===== config.mk =====
export PLATFORM = sky130hd
export DESIGN_NAME = mmio_uart_tx
export DESIGN_NICKNAME = d
export VERILOG_FILES = /design/src/rtl/rv32i_mmio_pkg.sv /design/src/rtl/uart_tx_fifo.sv /design/src/rtl/mmio_uart_tx.sv
export SDC_FILE = /design/constraint.sdc
export NUM_CORES = 1
export LEC_CHECK = 0
export BUFFER_PORTS_ARGS = -buffer_cell sky130_fd_sc_hd__buf_2
export CAP_MARGIN = 20
export CORE_AREA = 5 5 64 124
export DETAILED_ROUTE_END_ITERATION = 8
export DIE_AREA = 0 0 69 129
export PLACE_DENSITY = 0.84
export SLEW_MARGIN = 20
export SYNTH_ARGS = -nofsm -noshare
export SYNTH_HDL_FRONTEND = slang
export SYNTH_SLANG_ARGS = --single-unit

===== constraint.sdc =====
create_clock -name clk -period 2.1 [get_ports clk]
set_input_delay 0.315 -clock clk [delete_from_list [all_inputs] [get_ports clk]]
set_output_delay 0.315 -clock clk [all_outputs]
set_load 0.1 [all_outputs]

===== src/rtl/rv32i_mmio_pkg.sv =====
// Shared register map, STATUS bit layout and FSM encodings for the MMIO peripherals.
package rv32i_mmio_pkg;

    // Byte offsets inside the 8-byte register window (bits [1:0] are never decoded)
    localparam logic [2:0] UART_OFF_TXDATA = 3'h0;
    localparam logic [2:0] UART_OFF_STATUS = 3'h4;

    localparam int STAT_FULL     = 0;
    localparam int STAT_EMPTY    = 1;
    localparam int STAT_BUSY     = 2;
    localparam int STAT_OVERFLOW = 3;

    localparam logic [1:0] UART_ST_IDLE  = 2'd0;
    localparam logic [1:0] UART_ST_START = 2'd1;
    localparam logic [1:0] UART_ST_DATA  = 2'd2;
    localparam logic [1:0] UART_ST_STOP  = 2'd3;

    typedef struct packed {
        logic overflow;
        logic busy;
        logic empty;
        logic full;
    } uart_status_t;

    function automatic logic [31:0] uart_status_word(input uart_status_t s);
        logic [31:0] w;
        w                = '0;
        w[STAT_FULL]     = s.full;
        w[STAT_EMPTY]    = s.empty;
        w[STAT_BUSY]     = s.busy;
        w[STAT_OVERFLOW] = s.overflow;
        return w;
    endfunction

endpackage


===== src/rtl/uart_tx_fifo.sv =====
// Small power-of-two transmit FIFO with show-ahead output and an occupancy count.
module uart_tx_fifo #(
    parameter int DEPTH = 4,
    parameter int WIDTH = 8
) (
    input  logic                     clk,
    input  logic                     reset,
    input  logic                     push,
    input  logic                     pop,
    input  logic [WIDTH-1:0]         din,
    output logic [WIDTH-1:0]         dout,
    output logic                     full,
    output logic                     empty,
    output logic [$clog2(DEPTH):0]   count
);

    localparam int AW = $clog2(DEPTH);
    localparam int CW = AW + 1;
    localparam logic [AW-1:0] PTR_ONE = AW'(1);
    localparam logic [CW-1:0] CNT_ONE = CW'(1);
    localparam logic [CW-1:0] DEPTH_C = CW'(DEPTH);

    logic [WIDTH-1:0] mem [DEPTH];
    logic [AW-1:0]    wr_ptr;
    logic [AW-1:0]    rd_ptr;
    logic             do_push;
    logic             do_pop;

    assign full    = (count == DEPTH_C);
    assign empty   = (count == '0);
    assign do_push = push && !full;
    assign do_pop  = pop && !empty;
    assign dout    = mem[rd_ptr];

    // NOTE: sequential state uses non-blocking assignments so every register samples pre-edge values.
    always_ff @(posedge clk) begin
        if (reset) begin
            wr_ptr <= '0;
            rd_ptr <= '0;
            count  <= '0;
        end else begin
            if (do_push) wr_ptr <= wr_ptr + PTR_ONE;
            if (do_pop)  rd_ptr <= rd_ptr + PTR_ONE;
            case ({do_push, do_pop})
                2'b10:   count <= count + CNT_ONE;
                2'b01:   count <= count - CNT_ONE;
                default: ;
            endcase
        end
    end

    // NOTE: the storage array is deliberately not reset; an empty FIFO never exposes stale entries.
    always_ff @(posedge clk) begin
        if (do_push) mem[wr_ptr] <= din;
    end

endmodule


===== src/rtl/mmio_uart_tx.sv =====
// Memory-mapped 8N1 UART transmitter: TXDATA/STATUS register window, FIFO and serializer FSM.
module mmio_uart_tx
    import rv32i_mmio_pkg::*;
#(
    parameter logic [31:0] BASE_ADDR    = 32'h0000_1000,
    parameter int          CLKS_PER_BIT = 16,
    parameter int          FIFO_DEPTH   = 4
) (
    input  logic        clk,
    input  logic        reset,
    input  logic        mem_we,
    input  logic [31:0] mem_addr,
    input  logic [31:0] mem_wdata,
    output logic [31:0] mem_rdata,
    output logic        tx
);

    localparam int CW = $clog2(FIFO_DEPTH) + 1;
    localparam int BW = (CLKS_PER_BIT > 1) ? $clog2(CLKS_PER_BIT) : 1;
    localparam logic [CW-1:0] DEPTH_C   = CW'(FIFO_DEPTH);
    localparam logic [BW-1:0] BAUD_LAST = BW'(CLKS_PER_BIT - 1);
    localparam logic [BW-1:0] BAUD_ONE  = BW'(1);

    // Bus decode
    logic       hit;
    logic [2:0] offset;
    logic       hit_txdata;
    logic       hit_status;
    logic       wr_txdata;
    logic       push;
    logic       drop;
    logic       clr_ovf;
    logic       unused_bus_bits;

    assign hit             = (mem_addr[31:3] == BASE_ADDR[31:3]);
    assign offset          = {mem_addr[2], 2'b00};
    assign hit_txdata      = hit && (offset == UART_OFF_TXDATA);
    assign hit_status      = hit && (offset == UART_OFF_STATUS);
    assign unused_bus_bits = ^{mem_addr[1:0], mem_wdata[31:8]};

    // FIFO
    logic          pop;
    logic [7:0]    fifo_dout;
    logic          fifo_full;
    logic          fifo_empty;
    logic [CW-1:0] fifo_count;

    // Acceptance looks only at the pre-edge count, so a same-edge pop never rescues a full FIFO.
    assign wr_txdata = mem_we && hit_txdata;
    assign push      = wr_txdata && (fifo_count < DEPTH_C);
    assign drop      = wr_txdata && !push;
    assign clr_ovf   = mem_we && hit_status && mem_wdata[STAT_OVERFLOW];

    uart_tx_fifo #(
        .DEPTH (FIFO_DEPTH),
        .WIDTH (8)
    ) u_fifo (
        .clk   (clk),
        .reset (reset),
        .push  (push),
        .pop   (pop),
        .din   (mem_wdata[7:0]),
        .dout  (fifo_dout),
        .full  (fifo_full),
        .empty (fifo_empty),
        .count (fifo_count)
    );

    // Serializer
    logic [1:0]    state;
    logic [BW-1:0] baud_cnt;
    logic [2:0]    bit_idx;
    logic [7:0]    shreg;
    logic          overflow;
    logic          baud_done;
    logic          tx_next;

    assign baud_done = (baud_cnt == BAUD_LAST);
    assign pop = !fifo_empty &&
                 ((state == UART_ST_IDLE) || ((state == UART_ST_STOP) && baud_done));

    // NOTE: combinational outputs get a default before the case so no path leaves them unassigned.
    always_comb begin
        tx_next = 1'b1;
        case (state)
            UART_ST_START: tx_next = 1'b0;
            UART_ST_DATA:  tx_next = shreg[bit_idx];
            default:       ;
        endcase
    end

    always_ff @(posedge clk) begin
        if (reset) begin
            state    <= UART_ST_IDLE;
            baud_cnt <= '0;
            bit_idx  <= '0;
            shreg    <= '0;
            overflow <= 1'b0;
            tx       <= 1'b1;
        end else begin
            if (drop)         overflow <= 1'b1;
            else if (clr_ovf) overflow <= 1'b0;

            tx <= tx_next;

            case (state)
                UART_ST_IDLE: begin
                    if (pop) begin
                        shreg    <= fifo_dout;
                        baud_cnt <= '0;
                        state    <= UART_ST_START;
                    end
                end
                UART_ST_START: begin
                    if (baud_done) begin
                        baud_cnt <= '0;
                        bit_idx  <= '0;
                        state    <= UART_ST_DATA;
                    end else begin
                        baud_cnt <= baud_cnt + BAUD_ONE;
                    end
                end
                UART_ST_DATA: begin
                    if (baud_done) begin
                        baud_cnt <= '0;
                        if (bit_idx == 3'd7) state <= UART_ST_STOP;
                        else                 bit_idx <= bit_idx + 3'd1;
                    end else begin
                        baud_cnt <= baud_cnt + BAUD_ONE;
                    end
                end
                UART_ST_STOP: begin
                    if (baud_done) begin
                        baud_cnt <= '0;
                        // Back-to-back frames: reload straight into START with no idle bit
                        if (pop) begin
                            shreg <= fifo_dout;
                            state <= UART_ST_START;
                        end else begin
                            state <= UART_ST_IDLE;
                        end
                    end else begin
                        baud_cnt <= baud_cnt + BAUD_ONE;
                    end
                end
                default: state <= UART_ST_IDLE;
            endcase
        end
    end

    // Register read-back
    uart_status_t status;

    assign status.overflow = overflow;
    assign status.busy     = (state != UART_ST_IDLE);
    assign status.empty    = fifo_empty;
    assign status.full     = fifo_full;
    assign mem_rdata       = hit_status ? uart_status_word(status) : 32'h0;

endmodule

# Word level (Yosys, flattened, before mapping)

Memories as Yosys holds them, arrays and structs flattened. A register that Yosys moved wholly into a read port is not among the register bits.
Cells that the tools add are included.

Multipliers: 0
Add/subtract/negate cells: 6
Order comparisons: 2
Muxes and demuxes: 28
Shift-type cells: 0
Divide/modulo/power cells: 0
Reductions and logical operators: 27
Bitwise logic cells: 0
Equal/unequal tests: 15

Operators with widths:

| kind                                                                  | count |
|---|---|
| 29-bit by 10-bit == test with 1-bit output (second input constant)    | 1 |
| 8-bit two-way mux                                                     | 2 |
| 8-bit case mux with 2 select lines                                    | 1 |
| 2-bit two-way mux                                                     | 7 |
| 4-bit two-way mux                                                     | 3 |
| 3-bit case mux with 2 select lines                                    | 2 |
| 1-bit logical AND                                                     | 11 |
| 2-bit inequality test (second input constant)                         | 5 |
| 2-bit nonzero test                                                    | 5 |
| 3-bit two-way mux                                                     | 3 |
| 2-bit case mux with 4 select lines                                    | 1 |
| 4-bit case mux with 2 select lines                                    | 1 |
| 3-bit by 1-bit adder with 3-bit output (second input constant)        | 2 |
| 2-bit == test (second input constant)                                 | 3 |
| 3-bit == test (second input constant)                                 | 2 |
| 3-bit zero test                                                       | 2 |
| 1-bit two-way mux                                                     | 6 |
| 5-bit AND reduction                                                   | 1 |
| 2-bit by 1-bit adder with 2-bit output (second input constant)        | 2 |
| 4-bit by 1-bit adder with 4-bit output (second input constant)        | 1 |
| 2-bit by 1-bit == test with 1-bit output (second input constant)      | 2 |
| 4-bit == test (second input constant)                                 | 1 |
| 3-bit by 4-bit < comparator with 1-bit output (second input constant) | 1 |
| 4-bit AND reduction                                                   | 1 |
| 10 further kinds                                                      | 12 |

Memories kept: 1
Input bits: 67
ROM bits: 0
Register bits after elaboration: 26
Latch bits: 0
Output and inout bits: 33
Word-level logic and storage cells: 88
Bits in writable memories: 32

Memory list:

| memory     | depth | width | read ports | clocked after memory_dff | wr ports | line               | RTL |
|---|---|---|---|---|---|---|---|
| u_fifo.mem | 4     | 8     | 1          | 1                        | 1        | uart_tx_fifo.sv:23 | `logic [WIDTH-1:0] mem [DEPTH];` |

# Logic depth before layout (Yosys ltp)

Gate-level depths: netlist of run 1.

Word-level depth: 7
Mapped depth: 10
Depth with buffers taken out: 10

# Hierarchy

From an unflattened synthesis of run 1, not the netlist that was laid out.

Cell total of the unflattened synthesis: 251
Area, all modules: 2,975.4 um2

By module, submodules not included:

| module       | cells each | sequential area each (um2) | area an instance (um2) | instances |
|---|---|---|---|---|
| uart_tx_fifo | 96         | 1,141.1                    | 1,630.3                | 1 |
| mmio_uart_tx | 155        | 380.4                      | 1,345.0                | 1 |

# Worst setup path after synthesis of run 1

No wires, ideal clock.

Path type: input port to output port
From: input port mem_addr[27]
To: output port mem_rdata[2]
Slack: -1.925 ns
Data arrival time: 3.710 ns
Path buffers: 0
Required time: 1.785 ns
Stages: 3
Cells stage by stage: nor3_1 -> nand4_4 -> nor4_1

Word-level cells in the longest chain between the ends: 3

RTL lines:

| element                                    | line                | RTL |
|---|---|---|
| from (decl)                                | mmio_uart_tx.sv:12  | `input logic [31:0] mem_addr,` |
| 29-bit by 10-bit == test with 1-bit output | mmio_uart_tx.sv:35  | `assign hit = (mem_addr[31:3] == BASE_ADDR[31:3]);` |
| 1-bit logical AND                          | mmio_uart_tx.sv:38  | `assign hit_status = hit && (offset == UART_OFF_STATUS);` |
| 4-bit two-way mux                          | mmio_uart_tx.sv:158 | `assign mem_rdata = hit_status ? uart_status_word(status) : 32'h0;` |
| to (decl)                                  | mmio_uart_tx.sv:14  | `output logic [31:0] mem_rdata,` |

Every way passes these cells.

# Worst setup path in the final report of run 1

From: register state[1]
To: register u_fifo.count[2]

Word-level cells in the longest chain between the ends: 7

RTL lines:

| element                                                                   | line                | RTL |
|---|---|---|
| from (decl)                                                               | mmio_uart_tx.sv:70  | `logic [1:0] state;` |
| from (signal assigned)                                                    | mmio_uart_tx.sv:94  | `state <= UART_ST_IDLE;` |
| from (signal assigned)                                                    | mmio_uart_tx.sv:111 | `state <= UART_ST_START;` |
| from (signal assigned)                                                    | mmio_uart_tx.sv:118 | `state <= UART_ST_DATA;` |
| 2-bit == test                                                             | mmio_uart_tx.sv:80  | `((state == UART_ST_IDLE) \|\| ((state == UART_ST_STOP) && baud_done));` |
| 1-bit logical AND                                                         | mmio_uart_tx.sv:80  |  |
| 1-bit logical OR *                                                        | mmio_uart_tx.sv:80  |  |
| 1-bit logical AND *                                                       | mmio_uart_tx.sv:79  | `assign pop = !fifo_empty &&` |
| 1-bit logical AND *                                                       | uart_tx_fifo.sv:32  | `assign do_pop = pop && !empty;` |
| via u_fifo.do_pop                                                         | uart_tx_fifo.sv:27  | `logic do_pop;` |
| 2-bit by 1-bit == test with 1-bit output or 2-bit == test (tied branches) | uart_tx_fifo.sv:44  | `case ({do_push, do_pop})` |
| 3-bit case mux with 2 select lines or 2-bit nonzero test (tied branches)  | n/a                 |  |
| to (signal assigned)                                                      | uart_tx_fifo.sv:45  | `2'b10: count <= count + CNT_ONE;` |
| to (signal assigned)                                                      | uart_tx_fifo.sv:46  | `2'b01: count <= count - CNT_ONE;` |
| to (decl)                                                                 | uart_tx_fifo.sv:14  | `output logic [$clog2(DEPTH):0] count` |

Mark *: on every way through the listed nets, which the timed path passes. The rest lies on a longest branch.
A chain may end at the register's enable or synchronous reset.

==> out/summary.txt, run 1 <==
Kind of path behind the tightest hold check: in2reg
Remaining routing DRC violations: 0
Final hold violation count: 0
Die span in x: 69 µm
Clock sink total: 60
Worst-case clock skew: 5.024 ps
Number of hold-repair buffers added at the cts stage: 0
Share of the yosys chip area belonging to registers: 49.82%
Number of antenna violations at the first check in global routing: 0
Most used standard cells in the synthesized netlist: sky130_fd_sc_hd__edfxtp_1, sky130_fd_sc_hd__buf_4, sky130_fd_sc_hd__dfxtp_1, sky130_fd_sc_hd__nor2_1
Layout filler cell count: 542
Number of synthesized flops with an enable pin: 32
Total of max-cap violations: 0
Biggest fanout along the worst timing path: 4
Final wirelength: 6579 µm
Multiplexer share of the synthesized area: 11.63%
Global placer's final weighted congestion: 0.7968
Top-area cell type share of the netlist area: 31.46%
CTS buffer count: 9
Startpoint of the worst register-to-register path: state[1]
Power per cell area: 827.3 mW/mm²
Worst IR Drop VDD: 667.1 µV
Post-Synthesis Mean Instance Area: 12.27 µm²
CP startpoint: state[1]
Critical Path End Type: flop
Vias after detailed routing: 2155
Router iterations before antenna repair: 4
Count of final max-slew check failures: 0
Area taken by multi-input logic gates: 0.001485 mm²
Hold wc startpoint: mem_wdata[1]
Layout area overhead: 32.20%
Final critical delay including setup and external delays: 2116 ps
Maximum count of clock buffers along a single path: 2
Top area cells in the synthesized netlist: sky130_fd_sc_hd__edfxtp_1, sky130_fd_sc_hd__dfxtp_1, sky130_fd_sc_hd__mux4_2, sky130_fd_sc_hd__buf_4, sky130_fd_sc_hd__ha_1
Buffer cell driving the clock tree root: sky130_fd_sc_hd__clkbuf_16
Global-route wire length before repair: 10530 µm
NumNets Final: 407
Worst path setup slack after routing: -16.00 ps
Clock slew seen by the registers of the worst setup and hold paths: 50 ps
Final global-route overflow total: 0
DRC marker count from the first detailed-route iteration: 73
Number of global-route vias before repair: 2397
Skew-Pair Late Insertion Delay: 320 ps
Setup CP Type: reg2reg
Critical Path Source Type: flop
Area occupied by registers: 0.001533 mm²
Largest net degree at the start of global routing: 29
Most used flip-flop cell after synthesis: sky130_fd_sc_hd__edfxtp_1
Diode insertion count for antenna repair: 0
Count of endpoints failing setup in the final report: 1
Synth Area in Adders: 5.981%
Dpl ws: -217.8 ps
Number of placed I/O pins: 100
Detail-routed via count per cell: 5.119
Final period utilization: 100.8%
Worst Max-Slew Pin Slew: 536.5 ps
Violations in the final reports: negative setup slack
Run status: finished with violations
Clock tree from TritonCTS: built
Count of antenna-violating nets left after detailed routing: 0
Biggest area consumer among synthesized cells: sky130_fd_sc_hd__edfxtp_1
Global-route usage over all layers: 15.24%
Relative max-transition margin: 64.23%
Yosys warning total: 0
Largest family of logic cells by synthesized area: simple AND/OR/NAND/NOR gates
Distinct cells, synth: 44
Final TNS setup: -16.00 ps
Xor/xnor cell area share of the yosys netlist: 1.147%
Cell count after synthesis: 249
Die area: 0.008901 mm²
#FFs+latches synth: 60
Critical path data required time: 2340 ps
Max Clock Freq: 0.4726 GHz
Starting density of the core: 44.35%
Average detailed-routed wire length per instance: 15.63 µm
Fraction of final layout cells with drive strength greater than 1: 39.88%
Half-perimeter wire length after detailed placement: 4717 µm
I/O Buffers: 45
Number of cell rows: 43
Data arrival time of the critical path: 2360 ps
Cell area after technology mapping: 0.003054 mm²
Core outline area: 0.006887 mm²
Fin Hold WS: 202.3 ps
Chip height: 129 µm
Post-synthesis async set-or-reset flop share: 0%
Power, Total: 3.340 mW
Cell with the most instances after synthesis: sky130_fd_sc_hd__edfxtp_1
Synthesized-area fraction occupied by and/or/nand/nor cells: 17.82%
H-Tree Level Count: 3
Lkg Pwr: 1.621 nW
Compound-Gate Fraction of Synth Area: 4.465%
RSZ-0062 raised after global routing: yes
-- timing repair --
item,in CTS,in global routing
gates resized for setup,11,9
setup endpoints to repair,4,3
pin swaps,8,9
buffers inserted,3,1
-- final timing paths --
kind	endpoint	cells after the start	slack (ps)
hold / removal	u_fifo.mem[0][1]	1	200
setup / recovery	u_fifo.count[2]	9	-20
setup reg to reg	u_fifo.count[2]	9	-20
hold reg to reg	shreg[6]	2	490
-- stage by stage --
stage	instance area (µm²)	util (%)	std cells
floorplan	3218	-	276
global placement	3608	52.40	401
detailed placement	3608	52.40	401
CTS	3985	57.87	420
global route	4038	58.63	421
finish	4038	58.63	421
-- metal layers --
layer  share of wire (%)  up-vias  track usage, %
met5                   0        -               0
met4                 3.6        0           8.976
met3                 5.5       20           3.597
met2                  60       77           31.02
met1                  31     1048           12.76
li1                    -     1010               -
-- flip-flops by register name, summed over array words and instances (netlist names), named ones only --
register,flops
u_fifo.wr_ptr,2
u_fifo.rd_ptr,2
tx,1
u_fifo.count,3
state,2
shreg,8
overflow,1
bit_idx,3
u_fifo.mem,32
baud_cnt,4
-- kinds of logic after synthesis --
kind of cell | Yosys count
buffers and inverters | 44
adders and majority gates | 14
xor gates and xnor gates | 4
other | 1
and+or+nand+nor | 80
AOI/OAI and AO/OA | 23
muxes | 23
DFF | 60
-- area by class of cell --
cell class | instances | share of cell area [%]
Inverter | 10 | 0.9297
Timing Repair Buffer | 73 | 13.85
Clock inverter | 5 | 1.921
Sequential cell | 60 | 37.96
Tap cell | 90 | 2.789
Clock buffer | 11 | 5.764
Multi-Input combinational cell | 172 | 36.78
-- critical path, stage by stage, from the launching register on --
cell and delay [ps]:
sky130_fd_sc_hd__dfxtp_4 370, sky130_fd_sc_hd__ha_4 140, sky130_fd_sc_hd__a41oi_2 140, sky130_fd_sc_hd__nor2_2 150, sky130_fd_sc_hd__ha_2 190, sky130_fd_sc_hd__inv_1 50
sky130_fd_sc_hd__fa_2 330, sky130_fd_sc_hd__xor2_1 180, sky130_fd_sc_hd__or3_4 360, sky130_fd_sc_hd__a21oi_2 120
-- placed cells by master, fill, tap and decap left out, types with 8 or more instances in the layout --
master	n
sky130_fd_sc_hd__clkbuf_16	9
sky130_fd_sc_hd__buf_12	8
sky130_fd_sc_hd__a21oi_1	8
sky130_fd_sc_hd__nor2_1	27
sky130_fd_sc_hd__conb_1	28
sky130_fd_sc_hd__buf_2	40
sky130_fd_sc_hd__dfxtp_1	23
sky130_fd_sc_hd__inv_1	8
sky130_fd_sc_hd__mux2i_1	13
sky130_fd_sc_hd__buf_4	22
sky130_fd_sc_hd__mux4_2	10
sky130_fd_sc_hd__edfxtp_1	32
sky130_fd_sc_hd__ha_1	9
-- power breakdown --
| group | total (mW) | switching [mW] | internal (mW) |
|---|---|---|---|
| clock | 1.52 | 0.484 | 1.03 |
| combinational | 0.563 | 0.411 | 0.152 |
| sequential | 1.26 | 0.0125 | 1.25 |
| total | 3.34 | 0.908 | 2.43 |
Note: power is estimated with default switching activity, not from simulation.
==> inputs of run 2 (changes only) <==
--- a/config.mk
+++ b/config.mk
@@ -7,11 +7,11 @@
 export LEC_CHECK = 0
 export BUFFER_PORTS_ARGS = -buffer_cell sky130_fd_sc_hd__buf_2
 export CAP_MARGIN = 20
-export CORE_AREA = 5 5 64 124
+export CORE_AREA = 5 5 64 123
 export DETAILED_ROUTE_END_ITERATION = 8
-export DIE_AREA = 0 0 69 129
-export PLACE_DENSITY = 0.84
-export SLEW_MARGIN = 20
+export DIE_AREA = 0 0 69 128
+export PLACE_DENSITY = 0.83
 export SYNTH_ARGS = -nofsm -noshare
 export SYNTH_HDL_FRONTEND = slang
+export SYNTH_HIERARCHICAL = 1
 export SYNTH_SLANG_ARGS = --single-unit
==> run 2 against run 1 <==
Sequential power about the same. Design area down 2.4%. Worst setup slack lost 240 ps. Cell count decreased by 0.48%. Flip-flop and latch count unchanged. First-iteration DRC count grew 14%. Synthesized cell count rose by 0.80%. Utilization is 1.4 points lower. The flow still finishes with violations (negative setup slack). Count of clock-buffer cells in the layout fell by 1. Critical path depth is 2 higher. Power shrank 3.6%. Worst hold slack got worse by 0.53 ps.
==> out/summary.txt, run 2 <==
Run status: finished with violations (unchanged)
Violations in the final reports: negative setup slack (unchanged)
Biggest fanout along the worst timing path: 4 (unchanged)
Critical Path End Type: flop (unchanged)
Skew-Pair Late Insertion Delay: 330 ps (was 320 ps)
CP delay by family, top: adder cells (unchanged)
Die span in x: 69 µm (unchanged)
Non-filler cells, final: 419 (was 421)
CTS buffer count: 9 (unchanged)
Regs by FF count: u_fifo/mem x32, shreg x8, baud_cnt x4 (was u_fifo.mem x32, shreg x8, baud_cnt x4)
Router iterations before antenna repair: 4 (unchanged)
Worst path setup slack after routing: -258.1 ps (was -16.00 ps)
Die area: 0.008832 mm² (was 0.008901 mm²)
Top-area cell type share of the netlist area: 32.30% (was 31.46%)
Critical path data required time: 2350 ps (was 2340 ps)
Final global-route overflow total: 0 (unchanged)
Detail-routed via count per cell: 4.979 (was 5.119)
H-Tree Level Count: 3 (unchanged)
DRC marker count from the first detailed-route iteration: 83 (was 73)
Worst-case clock skew: 6.356 ps (was 5.024 ps)
Worst Max-Slew Pin Slew: 567.7 ps (was 536.5 ps)
RSZ-0062 raised after global routing: yes (unchanged)
Yosys warning total: 6 (was 0)
Number of placed I/O pins: 100 (unchanged)
Most used flip-flop cell after synthesis: sky130_fd_sc_hd__edfxtp_1 (unchanged)
Kind of path behind the tightest hold check: in2reg (unchanged)
Crit path max-delay cell type: sky130_fd_sc_hd__or3_4 (was sky130_fd_sc_hd__dfxtp_4)
Maximum count of clock buffers along a single path: 2 (unchanged)
Half-perimeter wire length after detailed placement: 4586 µm (was 4717 µm)
Clock slew seen by the registers of the worst setup and hold paths: 50 ps (about the same)
Average detailed-routed wire length per instance: 14.95 µm (was 15.63 µm)
Global-route usage over all layers: 14.86% (was 15.24%)
Fin util: 57.25% (was 58.63%)
Global placer's final weighted congestion: 0.8157 (was 0.7968)
Fraction of final layout cells with drive strength greater than 1: 40.43% (was 39.88%)
Hold wc startpoint: mem_wdata[2] (was mem_wdata[1])
Worst IR Drop VDD: 1030 µV (was 667.1 µV)
Setup CP Type: reg2reg (unchanged)
Count of antenna-violating nets left after detailed routing: 0 (unchanged)
Worst R2R Path Depth: 11 (was 9)
Power per cell area: 816.8 mW/mm² (was 827.3 mW/mm²)
Buf/Inv on CP: 2 (was 1)
Critical Path Source Type: flop (unchanged)
Share of the yosys chip area belonging to registers: 51.14% (was 49.82%)
Diode insertion count for antenna repair: 0 (unchanged)
Cell area after technology mapping: 0.002975 mm² (was 0.003054 mm²)
Remaining routing DRC violations: 0 (unchanged)
Endpoint of the worst-slack reg-to-reg timing path: u_fifo/count[2] (was u_fifo.count[2])
NumNets Final: 405 (was 407)
Biggest area consumer among synthesized cells: sky130_fd_sc_hd__edfxtp_1 (unchanged)
Power, Total: 3.220 mW (was 3.340 mW)
Count of endpoints failing setup in the final report: 2 (was 1)
Final TNS setup: -382.0 ps (was -16.00 ps)
Starting density of the core: 43.20% (was 44.35%)
Hold Path Cell Cnt: 1 (unchanged)
Number of cells after detailed placement: 402 (was 401)
Post-placement cell area: 0.003566 mm² (was 0.003608 mm²)
Clock sink total: 60 (unchanged)
Number of cell rows: 43 (unchanged)
Slowest stage delay, CP: 380 ps (was 370 ps)
Largest net degree at the start of global routing: 30 (was 29)
Number of antenna violations at the first check in global routing: 0 (unchanged)
Fin Hold WS: 201.8 ps (was 202.3 ps)
Lkg Pwr: 1.475 nW (was 1.621 nW)
Flip-flop count of the largest register after layout: 32 (unchanged)
Hold path endpoint: u_fifo/mem[1][2] (was u_fifo.mem[0][1])
Final period utilization: 112.3% (was 100.8%)
Final wirelength: 6266 µm (was 6579 µm)
Final hold violation count: 0 (unchanged)
Count of final max-slew check failures: 0 (unchanged)
Clock tree from TritonCTS: built (unchanged)
Max Clock Freq: 0.4241 GHz (was 0.4726 GHz)
#FFs+latches synth: 60 (unchanged)
Global-route wire length before repair: 10320 µm (was 10530 µm)
Most frequent standard cell in the layout excluding fill and tap cells: sky130_fd_sc_hd__buf_2 (unchanged)
Register containing the most flip-flops in the final layout: u_fifo/mem (was u_fifo.mem)
Most used standard cells in the synthesized netlist: sky130_fd_sc_hd__edfxtp_1, sky130_fd_sc_hd__buf_4, sky130_fd_sc_hd__dfxtp_1, sky130_fd_sc_hd__nor2_1 (unchanged)
Cell with the most instances after synthesis: sky130_fd_sc_hd__edfxtp_1 (unchanged)
Core outline area: 0.006887 mm² (unchanged)
Post-Synthesis Mean Instance Area: 11.85 µm² (was 12.27 µm²)
Relative max-transition margin: 62.10% (was 64.23%)
Number of global-route vias before repair: 2225 (was 2397)
Sequence of cells on the critical path: ha_4 -> nand4_1 -> a21oi_2 -> o31ai_2 -> inv_1 -> ha_4 -> inv_2 -> fa_2 -> xor2_1 -> or3_4 -> a21oi_2 (was ha_4 -> a41oi_2 -> nor2_2 -> ha_2 -> inv_1 -> fa_2 -> xor2_1 -> or3_4 -> a21oi_2)
Summed area of non-filler cells in the final layout: 0.003943 mm² (was 0.004038 mm²)
Top area cells in the synthesized netlist: sky130_fd_sc_hd__edfxtp_1, sky130_fd_sc_hd__dfxtp_1, sky130_fd_sc_hd__mux4_2, sky130_fd_sc_hd__buf_4, sky130_fd_sc_hd__ha_1 (unchanged)
Vias after detailed routing: 2086 (was 2155)
Distinct cells, synth: 46 (was 44)
I/O Buffers: 45 (unchanged)
Register-to-register setup slack: -260 ps (was -20 ps)
Cell count after synthesis: 251 (was 249)
Post-synthesis async set-or-reset flop share: 0% (unchanged)
Startpoint of the worst register-to-register path: state[0] (was state[1])
Dpl ws: -539.9 ps (was -217.8 ps)
Chip height: 128 µm (was 129 µm)
Layout area overhead: 32.51% (was 32.20%)
Data arrival time of the critical path: 2610 ps (was 2360 ps)
Number of synthesized flops with an enable pin: 32 (unchanged)
Buffer cell driving the clock tree root: sky130_fd_sc_hd__clkbuf_16 (unchanged)
Final critical delay including setup and external delays: 2358 ps (was 2116 ps)
Leading cell types in the layout, fill and taps excluded: sky130_fd_sc_hd__buf_2, sky130_fd_sc_hd__edfxtp_1, sky130_fd_sc_hd__conb_1, sky130_fd_sc_hd__dfxtp_1, sky130_fd_sc_hd__buf_4 (was sky130_fd_sc_hd__buf_2, sky130_fd_sc_hd__edfxtp_1, sky130_fd_sc_hd__conb_1, sky130_fd_sc_hd__nor2_1, sky130_fd_sc_hd__dfxtp_1)
Total of max-cap violations: 0 (unchanged)
run 2: changes by cell type in the layout (fill, tap and decap cells not counted), sizes merged, moves of 3 or more:
| cell | previous run | this run |
|---|---|---|
| and4 | 4 | 0 |
| inv | 10 | 14 |
| or3 | 1 | 4 |
| nor2 | 28 | 21 |
| a21oi | 9 | 14 |
| nand2 | 4 | 7 |
run 2: area by class of cell:
| cell class | instances | area (µm²) |
|---|---|---|
| flip-flops and latches | 60 | 1526 |
| repair buffers | 71 | 518.0 |
| clock inverters | 6 | 63.81 |
| well taps | 90 | 112.6 |
| multi-input cells | 169 | 1441 |
| clock buffers | 10 | 229.0 |
| inverters | 13 | 51.30 |
| fillers | 565 | 2944 |
run 2: worst max-delay path by stage:
stage            startpoint         endpoint  slack [ps]  depth (start not counted)
6_report           state[0]  u_fifo/count[2]        -260                         11
4_1_cts            state[1]  u_fifo/count[2]        -160                         13
3_3_place_gp   mem_addr[19]  u_fifo/count[2]        -440                         14
5_1_grt         baud_cnt[0]  u_fifo/count[2]        -350                         11
3_5_place_dp   mem_addr[23]  u_fifo/count[2]        -540                         14
2_1_floorplan  mem_addr[19]  u_fifo/count[2]        -330                         13
run 2: logic make-up after synthesis:
| group | share of synthesized area, % |
|---|---|
| adders and majority gates | 6.140 |
| xor gates and xnor gates | 0.8833 |
| buffers and inverters | 10.09 |
| muxes | 11.27 |
| and+or+nand+nor | 14.84 |
| AOI/OAI and AO/OA | 5.509 |
| DFF | 51.14 |
| other | 0.1260 |
run 2: timing repair:
item	4_1_cts	5_1_grt
hold buffers	0	0
endpoints found under the setup margin	3	38
pin swaps	3	8
buffers inserted	3	3
resized for setup	10	18
run 2: worst reg2reg max path, cell delays in order, from the launching register on:
cell and delay [ps]:
sky130_fd_sc_hd__dfxtp_4 370, sky130_fd_sc_hd__ha_4 150, sky130_fd_sc_hd__nand4_1 160, sky130_fd_sc_hd__a21oi_2 220
sky130_fd_sc_hd__o31ai_2 100, sky130_fd_sc_hd__inv_1 110, sky130_fd_sc_hd__ha_4 150, sky130_fd_sc_hd__inv_2 30
sky130_fd_sc_hd__fa_2 320, sky130_fd_sc_hd__xor2_1 160, sky130_fd_sc_hd__or3_4 380, sky130_fd_sc_hd__a21oi_2 130
run 2: where the power goes:
group	switching [mW]	internal [mW]
clock network	0.501	0.916
logic	0.403	0.133
registers	0.0135	1.25
total	0.918	2.30
run 2: routing by layer:
layer,track usage [%],share of wire (%),vias up
li1,-,-,996
met1,13.64,33,1020
met2,28.94,60,56
met3,4.396,4.3,14
met4,7.135,2.1,0
met5,0,0,-
